==> config.mk <==
export PLATFORM = sky130hd
export DESIGN_NAME = ax301_segment_scan
export DESIGN_NICKNAME = d
export VERILOG_FILES = /design/src/rtl/ax301_peripherals_pkg.sv /design/src/rtl/ax301_hex7seg_decoder.sv /design/src/rtl/ax301_segment_scan.sv
export SDC_FILE = /design/constraint.sdc
export NUM_CORES = 1
export LEC_CHECK = 0
export BUFFER_PORTS_ARGS = -buffer_cell sky130_fd_sc_hd__buf_2
export CORE_ASPECT_RATIO = 2
export CORE_MARGIN = 5
export CORE_UTILIZATION = 35
export CTS_CLUSTER_DIAMETER = 80
export DETAILED_ROUTE_END_ITERATION = 8
export GPL_TIMING_DRIVEN = 0
export SETUP_SLACK_MARGIN = 0.15
export SYNTH_ARGS = -nofsm -noshare
export SYNTH_HDL_FRONTEND = slang
export SYNTH_SLANG_ARGS = --single-unit
==> constraint.sdc <==
create_clock -name clk -period 2.9 [get_ports clk]
set_input_delay 0.58 -clock clk [delete_from_list [all_inputs] [get_ports clk]]
set_output_delay 0.58 -clock clk [all_outputs]
set_load 0.1 [all_outputs]
==> src/rtl/ax301_peripherals_pkg.sv <==
// Shared types and constants for the AX301 board peripherals.
// Seven-segment section: the pin-level control bundle, the digit count,
// the all-off / none-selected patterns (both active-low) and the scan
// FSM state encoding.
package ax301_peripherals_pkg;

    // Pin bundle for the six-digit common-anode display, both fields active-low.
    typedef struct packed {
        logic [5:0] sel;
        logic [7:0] segment;
    } ax301_segment_ctrl;

    localparam int         SEG_DIGITS = 6;
    localparam logic [7:0] SEG_OFF    = 8'hFF;
    localparam logic [5:0] SEL_NONE   = 6'h3F;

    typedef enum logic {
        BLANK,
        SHOW
    } seg_scan_state_t;

endpackage

==> src/rtl/ax301_hex7seg_decoder.sv <==
// Hex nibble to seven-segment pattern, active-low, bit order g,f,e,d,c,b,a.
// Purely combinational so the software-driven display path can share it.
// Ports:
//   nibble  in  4 : hex value 0..F
//   pattern out 7 : active-low segment pattern (decimal point not included)
module ax301_hex7seg_decoder (
    input  logic [3:0] nibble,
    output logic [6:0] pattern
);

    always_comb begin
        pattern = 7'h7F;
        case (nibble)
            4'h0: pattern = 7'h40;
            4'h1: pattern = 7'h79;
            4'h2: pattern = 7'h24;
            4'h3: pattern = 7'h30;
            4'h4: pattern = 7'h19;
            4'h5: pattern = 7'h12;
            4'h6: pattern = 7'h02;
            4'h7: pattern = 7'h78;
            4'h8: pattern = 7'h00;
            4'h9: pattern = 7'h10;
            4'hA: pattern = 7'h08;
            4'hB: pattern = 7'h03;
            4'hC: pattern = 7'h46;
            4'hD: pattern = 7'h21;
            4'hE: pattern = 7'h06;
            4'hF: pattern = 7'h0E;
            default: pattern = 7'h7F;
        endcase
    end

endmodule

==> src/rtl/ax301_segment_scan.sv <==
// Time-multiplexed scan driver for the AX301 six-digit seven-segment display.
// Each digit owns a slot of CLK_DIV cycles; the first BLANK_CYCLES of every
// slot drive all segments off so the previous digit never ghosts onto the
// next. Inputs are snapshotted once per frame so a frame is always coherent.
// Ports:
//   clk, nrst   : system clock, asynchronous active-low reset
//   enable      : scan enable; low forces the display dark and restarts the scan
//   digit_data  : six hex nibbles, nibble i drives digit i
//   dp_en       : per-digit decimal point
//   digit_en    : per-digit enable (disabled digits still consume their slot)
//   seg_ctrl    : registered sel/segment, both active-low
//   frame_done  : one-cycle pulse at the end of each six-digit frame
module ax301_segment_scan
    import ax301_peripherals_pkg::*;
#(
    parameter int CLK_DIV      = 50000,
    parameter int BLANK_CYCLES = 500
) (
    input  logic              clk,
    input  logic              nrst,
    input  logic              enable,
    input  logic [23:0]       digit_data,
    input  logic [5:0]        dp_en,
    input  logic [5:0]        digit_en,
    output ax301_segment_ctrl seg_ctrl,
    output logic              frame_done
);

    localparam int             CW        = (CLK_DIV > 1) ? $clog2(CLK_DIV) : 1;
    localparam logic [CW-1:0]  CNT_MAX   = CW'(CLK_DIV - 1);
    localparam logic [CW-1:0]  BLANK_END = CW'(BLANK_CYCLES);
    localparam logic [2:0]     IDX_MAX   = 3'(SEG_DIGITS - 1);

    if (CLK_DIV < BLANK_CYCLES + 1 || CLK_DIV > (1 << 20)) begin : g_bad_clk_div
        $error("ax301_segment_scan: CLK_DIV out of range");
    end
    if (BLANK_CYCLES < 1 || BLANK_CYCLES > CLK_DIV - 1) begin : g_bad_blank
        $error("ax301_segment_scan: BLANK_CYCLES out of range");
    end

    logic [CW-1:0]                  cnt;
    logic [2:0]                     idx;
    logic [SEG_DIGITS-1:0][3:0]     snap_data;
    logic [SEG_DIGITS-1:0]          snap_dp;
    logic [SEG_DIGITS-1:0]          snap_en;
    logic [SEG_DIGITS-1:0][6:0]     pat;

    seg_scan_state_t                state;
    logic [5:0]                     sel_d;
    logic [7:0]                     seg_d;
    logic                           fd_d;

    // Slot counter, digit index and once-per-frame snapshot.
    always_ff @(posedge clk or negedge nrst) begin
        if (!nrst) begin
            cnt       <= '0;
            idx       <= '0;
            snap_data <= '0;
            snap_dp   <= '0;
            snap_en   <= '0;
        end else if (!enable) begin
            cnt <= '0;
            idx <= '0;
        end else begin
            if (cnt == '0 && idx == '0) begin
                snap_data <= digit_data;
                snap_dp   <= dp_en;
                snap_en   <= digit_en;
            end
            if (cnt == CNT_MAX) begin
                cnt <= '0;
                idx <= (idx == IDX_MAX) ? 3'd0 : idx + 3'd1;
            end else begin
                cnt <= cnt + CW'(1);
            end
        end
    end

    // One decoder per digit; the active one is picked by idx below. The
    // snapshot is already loaded when SHOW starts because BLANK_CYCLES >= 1.
    for (genvar i = 0; i < SEG_DIGITS; i++) begin : g_dec
        ax301_hex7seg_decoder u_dec (
            .nibble  (snap_data[i]),
            .pattern (pat[i])
        );
    end

    always_comb begin
        state = (cnt < BLANK_END) ? BLANK : SHOW;
    end

    always_comb begin
        sel_d = SEL_NONE;
        seg_d = SEG_OFF;
        fd_d  = 1'b0;
        if (enable) begin
            fd_d = (idx == IDX_MAX) && (cnt == CNT_MAX);
            case (state)
                BLANK: ;
                SHOW: begin
                    if (snap_en[idx]) begin
                        sel_d = ~(6'b1 << idx);
                        seg_d = {~snap_dp[idx], pat[idx]};
                    end
                end
                default: ;
            endcase
        end
    end

    always_ff @(posedge clk or negedge nrst) begin
        if (!nrst) begin
            seg_ctrl.sel     <= SEL_NONE;
            seg_ctrl.segment <= SEG_OFF;
            frame_done       <= 1'b0;
        end else begin
            seg_ctrl.sel     <= sel_d;
            seg_ctrl.segment <= seg_d;
            frame_done       <= fd_d;
        end
    end

endmodule

==> impl.org, run 1 <==
** Yosys
- In the post-synthesis netlist, the biggest area contributors are sky130_fd_sc_hd__dfrtp_1, sky130_fd_sc_hd__ha_1, sky130_fd_sc_hd__mux2_2.
- Of the total synthesized cell area, the portion taken by AND, OR, NAND and NOR gates is 0.153.
- In this run, synthesis produced a sequential element count of 70.
- Yosys printed 0 warnings.
- The post-synthesis compound-gate area fraction was 0.118.
- The average instance in the mapped netlist occupies about 9.9 um^2.
- Synth top cells by count :: sky130_fd_sc_hd__dfrtp_1, sky130_fd_sc_hd__ha_1, sky130_fd_sc_hd__mux2_2, sky130_fd_sc_hd__nand2_1, sky130_fd_sc_hd__nor2_1
- Proportion of synthesized area in mux cells :: 0.162
- Counting flops with a built-in enable in the synthesized netlist gives 0.
- Count of mapped cells out of synthesis :: roughly 480
- For this run, asynchronously set or reset flops after synthesis account for 1.00.
- Sequential-to-total area share from yosys stat :: 0.370
- The biggest area contributor in the post-synthesis netlist is sky130_fd_sc_hd__dfrtp_1.
- Of the total synthesized cell area, the portion taken by full adders, half adders and majority gates is 0.118.
- The mapped netlist covers about 4800 um^2.
- Among all flip-flop cells after synthesis, the most frequent one is sky130_fd_sc_hd__dfrtp_1.
- XOR/XNOR share of the synthesized area :: 0.0275
- Synth top area share :: 0.293
- Main combinational cell family by area after synthesis :: multiplexers
- Counting distinct cell types in the post-synthesis netlist gives 55.
- sky130_fd_sc_hd__dfrtp_1 is the most common cell in the netlist.
- The number of nets handed over by synthesis was between 500 and 600.

** Min path
- Classification of the worst-slack hold path :: in -> async

** Run
- Count of maximum capacitance violations :: 0

** Setup path
- The worst setup path is captured at a flip-flop.
- Of all nets on the critical path, the largest fanout is 7.
- Among cell families on the critical path, the largest total delay comes from simple AND/OR/NAND/NOR gates.
- End of the worst register-to-register path :: seg_ctrl[1]
- Launching instance or port of the critical path :: idx[2]
- In this run the register-to-register setup slack is 330 ps.
- The critical path goes through inv_1, nor2_1, nand2_1, a21oi_1, or4b_2.
- FF-to-FF path depth :: 5
- The worst setup path is launched from a flip-flop.
- Buf+Inv Stages, Crit Path :: 1
- Crit. path cell count :: 5
- At the worst endpoint, the required time is about 3100 ps.
- CP Capture Point :: seg_ctrl[1]
- By startpoint and endpoint, the worst setup path is classified as reg -> reg.
- On the critical path, the stage with the largest delay is an instance of sky130_fd_sc_hd__or4b_2.
- Reg-to-Reg Start :: idx[2]
- Data arrives at the worst endpoint at ~2800 ps.
- For this run, the slowest stage of the critical path takes roughly 660 ps.

** Drt
- Number of violations reported at the end of detailed-routing iteration 0 :: 191
- Average routed wire per standard cell :: about 19 um
- For this run, design rule violations remaining after detail routing come to 0.
- Total wirelength of the detailed-routed design :: ~13,000 um
- The first TritonRoute pass finished after 4 iterations.
- Dividing the detail-routed via count by the number of cells gives 5.52.
- Antenna-violating nets left :: 0
- The detailed router placed about 3,900 vias in this run.

** STA
- Fin crit share :: 0.886
- Setup violations remaining at the end of the flow were counted as 0.
- Setup repair after global routing left no endpoint under its margin.
- In the final timing run, aggregate negative setup slack is 0 ps.
- The clock arrives with between 9 and 10 ps of skew.
- Final Max Tran Viols :: 0
- For the pin with the worst max-slew slack, the measured transition is 900 ps.
- Post-layout minimum cycle time :: 2570 ps
- Headroom to the max-slew limit came out at 0.400.
- Derived from the worst setup path, the maximum achievable clock frequency is ~390 MHz.
- Final hold violation count :: 0

** Clock network
- The clock passes through at most 2 buffers.
- The H-tree was split into 3 levels.
- Clock-pin slew was measured on the worst setup and hold paths at 60 ps.
- For this design, the sink count on the clock tree is 70.
- TritonCTS clock tree :: built
- Total setup buffers inserted after CTS :: 0
- Clock insertion delay at the later pin of the skew report :: between 300 and 400 ps
- CTS buffer count :: 9
- Cell at the root of the clock tree :: sky130_fd_sc_hd__clkbuf_16

** Floorplan
- Die boundary width :: around 93 um
- The die covers around 16,000 um^2.
- Die height :: between 150 and 200 um
- Number of standard-cell rows in the floorplan :: 60
- Number of primary I/O pins :: 54
- The floorplan step defined a core boundary enclosing 13,400 um^2.
- For this configuration, the core starts out at a cell density of 0.355.

** Global routing
- In this run the most used layer during global routing was met2.
- For this run, global-route usage on met1 was measured as 0.164.
- Global-route wire length before repair :: about 22,000 um
- Entering global routing, the biggest net connects just over 70 pins.
- For this run, global-route usage on met2 was measured as 0.339.
- The via count of the first global-routing pass was roughly 4,300.
- GR met3 Demand/Resource :: 0.0289
- Gr usage total :: 0.172
- Initial antenna violation count :: 0
- Remaining Overflow, GRT :: 0

** Pwr
- In this run the static leakage power is about 0.0024 uW.
- The completed layout was analyzed and its total power is approximately 3700 uW.
- Power per cell area :: 666 nW/um^2
- Maximum vdd ir drop :: about 0.29 mV

** Status
- The flow ran to the end, and the final reports show no timing, DRC or antenna violations.

** Finish
- Layout net count :: ~630
- Fraction of final layout cells sized beyond drive strength 1 :: 0.259
- The filler cells instantiated in the layout total between 1,000 and 1,500.
- Antenna cells :: 0
- Synthesis-to-finish area growth :: 16.3%
- Combined area of the multi-input logic cells :: 2760 um^2
- The sequential cells in the finished layout cover a total of 1770 um^2.

** Placement
- The HPWL after detailed placement is roughly 11,000 um.
- In this run the tool buffered the top-level ports with 53 buffer cells.
- Final RePlAce weighted congestion :: ~0.96
where the power goes:
part | internal, uW | switching, uW | total (uW)
registers | 1110 | 151 | 1260
logic | 566 | 680 | 1250
clock network | 751 | 444 | 1200
total | 2430 | 1270 | 3700
cells in the final DEF (no fill, tap or decap), types with 4 or more instances in the layout:
cell,instances
sky130_fd_sc_hd__mux4_2,8
sky130_fd_sc_hd__clkbuf_16,9
sky130_fd_sc_hd__clkbuf_1,22
sky130_fd_sc_hd__a221oi_1,4
sky130_fd_sc_hd__mux2i_1,13
sky130_fd_sc_hd__o21ai_0,28
sky130_fd_sc_hd__mux2_2,41
sky130_fd_sc_hd__ha_1,45
sky130_fd_sc_hd__nand4_1,10
sky130_fd_sc_hd__a211oi_1,8
sky130_fd_sc_hd__xor2_1,10
sky130_fd_sc_hd__inv_1,26
sky130_fd_sc_hd__dfrtp_1,56
sky130_fd_sc_hd__and2_1,4
sky130_fd_sc_hd__nor2_1,40
sky130_fd_sc_hd__o211ai_1,9
sky130_fd_sc_hd__xnor2_1,5
sky130_fd_sc_hd__dfstp_2,14
sky130_fd_sc_hd__buf_2,54
sky130_fd_sc_hd__nor2b_1,7
sky130_fd_sc_hd__a21oi_1,11
sky130_fd_sc_hd__nand3_1,11
sky130_fd_sc_hd__nand2_1,40
sky130_fd_sc_hd__and3_1,4
sky130_fd_sc_hd__nor3_1,15
sky130_fd_sc_hd__a31oi_1,7
stage by stage:
step | hold slack, ps | setup slack [ps] | cells | cell area (um^2) | utilization
floorplan | 284 | 618 | 483 | 4780 | -
global placement | 468 | 310 | 691 | 5240 | 0.390
detailed placement | 473 | 213 | 691 | 5240 | 0.390
CTS | 411 | 213 | 707 | 5550 | 0.413
global route | 460 | 181 | 707 | 5560 | 0.413
finish | 367 | 330 | 707 | 5560 | 0.413
layer usage:
| metal | vias to the layer above | wire length, um |
|---|---|---|
| met5 | - | 0 |
| met2 | 102 | 7850 |
| li1 | 1839 | - |
| met4 | 0 | 512 |
| met1 | 1923 | 4610 |
| met3 | 36 | 516 |
worst reg2reg max path, cell delays in order, from the launching register on:
cell and delay, ps:
sky130_fd_sc_hd__dfrtp_1 440, sky130_fd_sc_hd__inv_1 180, sky130_fd_sc_hd__nor2_1 490, sky130_fd_sc_hd__nand2_1 210, sky130_fd_sc_hd__a21oi_1 490, sky130_fd_sc_hd__or4b_2 660
layout make-up:
type / count / share of cell area
Multi-Input combinational cell: 357 / 0.497
Sequential cell: 70 / 0.318
Timing Repair Buffer: 53 / 0.0482
Clock buffer: 10 / 0.0412
Tap cell: 155 / 0.0349
Buffer: 29 / 0.0264
Inverter: 27 / 0.0182
Clock inverter: 6 / 0.0158
repair_timing:
item | in CTS | in global routing
gates resized for setup | 0 | 2
endpoints found under the setup margin | 0 | 6
hold buffers | 0 | 0
flip-flops by register name, indices dropped and copies added (netlist names):
register	cells
snap_data	24
cnt	16
seg_ctrl	14
snap_dp	6
snap_en	6
idx	3
frame_done	1
how the worst min path moves through the flow:
stage | end | slack [ps] | cells past startpoint
after global placement | seg_ctrl[13] | 470 | 1
after detailed placement | seg_ctrl[13] | 470 | 1
final | snap_data[5] | 370 | 1
after floorplan | cnt[0] | 280 | 0
after CTS | cnt[8] | 410 | 1
after global routing | cnt[4] | 460 | 1
kinds of logic after synthesis:
| kind of cell | count (synthesis) |
|---|---|
| XOR/XNOR | 15 |
| AO/OA/AOI/OAI | 86 |
| flip-flops | 70 |
| AND/OR/NAND/NOR | 149 |
| adder cells (fa/ha/maj) | 45 |
| buffers and inverters | 56 |
| multiplexers | 62 |
No activity file was read; power rests on OpenSTA's default activity.
==> inputs of run 2 (changes only) <==
- CORE_UTILIZATION: 35 -> 55
- PLACE_DENSITY: default -> 0.76
==> run 2 against run 1 <==
  * Die area down 34%
  * Sequential cell count unchanged
  * Register-to-register slack better by 90 ps
  * First-iteration DRC count up 26%
  * Core utilization up 23 points
  * Worst setup slack better by 89 ps
  * Design area down 1.1%
  * Wire length down 6.0%
  * Non-clock buffer count unchanged
==> impl.org, run 2 (same netlist as run 1, synthesis figures left out) <==
** STA
- Final Hold Slack :: ~370 ps
- Dividing the final minimum period by the clock period gives 0.855.
- Setup repair after global routing left no endpoint under its margin.
- For the pin with the worst max-slew slack, the measured transition is around 880 ps.
- Setup TNS :: 0 ps
- Clock skew after layout :: 6.57 ps
- Post-layout minimum cycle time :: around 2500 ps
- Final Max Tran Viols :: 0
- The worst pin sits at a relative slew slack of 0.414.
- The hold violation count in the final report was 0.
- Based on the critical path, the design can be clocked at up to 403 MHz.
- The worst path meets setup with between 400 and 500 ps of slack.
- Total setup violations reported at the end of the flow :: 0

** Setup path
- Counting cells, the worst reg-to-reg path comes to 5.
- On the critical path the largest part of the delay comes from simple AND/OR/NAND/NOR gates.
- Sort of element at the end of the critical path :: flip-flop
- Worst endpoint data arrival time :: 2700 ps
- End of the worst register-to-register path :: snap_dp[5]
- The critical path starts at cnt[10].
- Reg-to-Reg Start :: cnt[10]
- Counting both buffers and inverters, the worst setup path holds a total of 1.
- The largest individual stage delay along the critical path comes from the cell sky130_fd_sc_hd__or4_1.
- By startpoint and endpoint, the worst setup path is classified as reg -> reg.
- Worst R2R Setup Slack :: about 420 ps
- STA classifies the critical path startpoint as a flip-flop.
- On the worst path, the slowest cell contributes a delay of ~560 ps.
- Data required, critical path :: 3110 ps
- Crit path max fanout :: 10
- The critical path goes through or4_1, or4_4, nor3_4, buf_6, mux2_2.

** Drt
- Number of vias in the routed layout :: 3,900
- Average routed wire per standard cell :: ~20 um
- Total wirelength of the detailed-routed design :: about 13,000 um
- Number of violations reported at the end of detailed-routing iteration 0 :: about 240
- In this run the remaining antenna-violating nets after routing total 0.
- After detailed routing, the number of remaining DRC violations is 0.
- Vias per cell :: between 5 and 6
- The pre-antenna-repair detailed-routing pass consisted of 4 iterations.

** Placement
- Post-place instance area :: 5170 um^2
- The wire-length estimate of the detail-placed layout is about 9700 um.
- In this run the tool buffered the top-level ports with 53 buffer cells.
- After detailed placement, the design holds a cell count of approximately 640.
- At the end of routability-driven placement, the weighted congestion stood at around 0.94.
- Prior to clock tree synthesis, the placed netlist has a worst setup slack of between 200 and 250 ps.

** Finish
- Registers with the highest flip-flop counts :: snap_data x24, cnt x16, seg_ctrl x14
- Synthesis-to-finish area growth :: 15.0%
- The repair_antennas step left the layout with diodes totalling 0.
- Counting flops per register, the top entry is snap_data.
- Most used cells in the layout excluding fill and tap cells :: sky130_fd_sc_hd__dfrtp_1, sky130_fd_sc_hd__buf_2, sky130_fd_sc_hd__ha_1, sky130_fd_sc_hd__mux2_2
- Leaving out fill and tap cells, the most frequent cell in the layout is sky130_fd_sc_hd__dfrtp_1.
- After routing the design area is around 5500 um^2.
- Fraction of final layout cells sized beyond drive strength 1 :: 0.259
- Post-Layout Cell Count :: ~650
- Layout net count :: 631
- The register with the most flip-flops in the layout has 24 of them.

** Global routing
- The via count of the first global-routing pass came to about 4,200.
- Initial antenna violation count :: 0
- The first global-routing pass estimated around 21,000 um of wire.
- Met1 Resource Use GR :: 0.257
- After global routing, the most crowded layer is met2.
- For this run, global-route usage on met3 was measured as 0.0454.
- Maximum number of pins on one net before global-route repair :: between 70 and 80
- Across every metal layer, demand over resource in global routing totals 0.258.
- Met2 global-route usage :: 0.467
- Global routing finished with a remaining overflow of 0.

** Floorplan
- Die height :: about 140 um
- Die boundary width :: 75.9 um
- The die covers roughly 11,000 um^2.
- For this configuration, the core starts out at a cell density of 0.556.
- Number of standard-cell rows in the floorplan :: 48
- Placeable Area :: ~8600 um^2
- For this design the top-level I/O count stands at 54.

** Min path
- The path class of the tightest hold or removal check is in -> async.

** Clock network
- Max clock buf depth :: 2
- Clock insertion delay at the later pin of the skew report :: around 340 ps
- CTS built an H-tree with a depth of 3.
- TritonCTS built the clock tree.
- CTS buffer count :: 9
- Hold_buf cts :: 0
- TritonCTS Sinks :: 70
- The cell sitting at the root of the clock tree is a sky130_fd_sc_hd__clkbuf_16.
- Clock-pin slew on the worst setup and hold paths :: 60 ps

** Pwr
- Static Leakage :: 0.00239 uW
- Maximum vdd ir drop :: 0.382 mV
- For this design the ratio of total power to cell area is between 600 and 700 nW/um^2.

** Status
- The run finished with clean final reports.

** Run
- Across the run, the number of max-cap violations was 0.
run 2: cell types whose count changed in the layout (fill, tap and decap cells not counted), sizes merged:
cell and change:
clkinvlp -2, clkbuf +1, inv +1
run 2: metal layers:
metal  part of all wire  wire (um)
met1               0.34       4340
met2               0.56       7160
met3              0.036        455
met4              0.058        731
met5                  0          0
run 2: cell type report:
class                   instances  area (um^2)
plain buffers                  29          146
clock buffers                  11          243
clock inverters                 5         81.3
fillers                       712         3090
inverters                      27          101
multi-input cells             357         2760
flip-flops and latches         70         1770
well taps                     100          125
repair buffers                 53          268
run 2: worst max-delay path by stage:
stage,slack (ps),to,cells after the start
2_1_floorplan,620,snap_data[10],5
3_3_place_gp,330,snap_data[1],5
3_5_place_dp,240,snap_data[2],5
4_1_cts,230,snap_data[2],5
5_1_grt,290,cnt[10],6
6_report,420,snap_dp[5],5
run 2: repair_timing:
action,in CTS,in global routing
gates resized for setup,0,2
buffers inserted,0,0
setup endpoints to repair,0,1
hold endpoints to repair,0,0
run 2: power breakdown:
part	total [uW]	internal (uW)	leakage, uW	switching [uW]
combinational	1240	563	0.00138	673
clock	1190	778	0.000156	416
sequential	1260	1110	0.000856	151
run 2: stage by stage:
stage / total power (uW) / util
after floorplan: 2140 / -
after global placement: 2430 / 0.602
after detailed placement: 2490 / 0.602
after CTS: 3690 / 0.640
after global routing: 3900 / 0.640
final: 3690 / 0.640
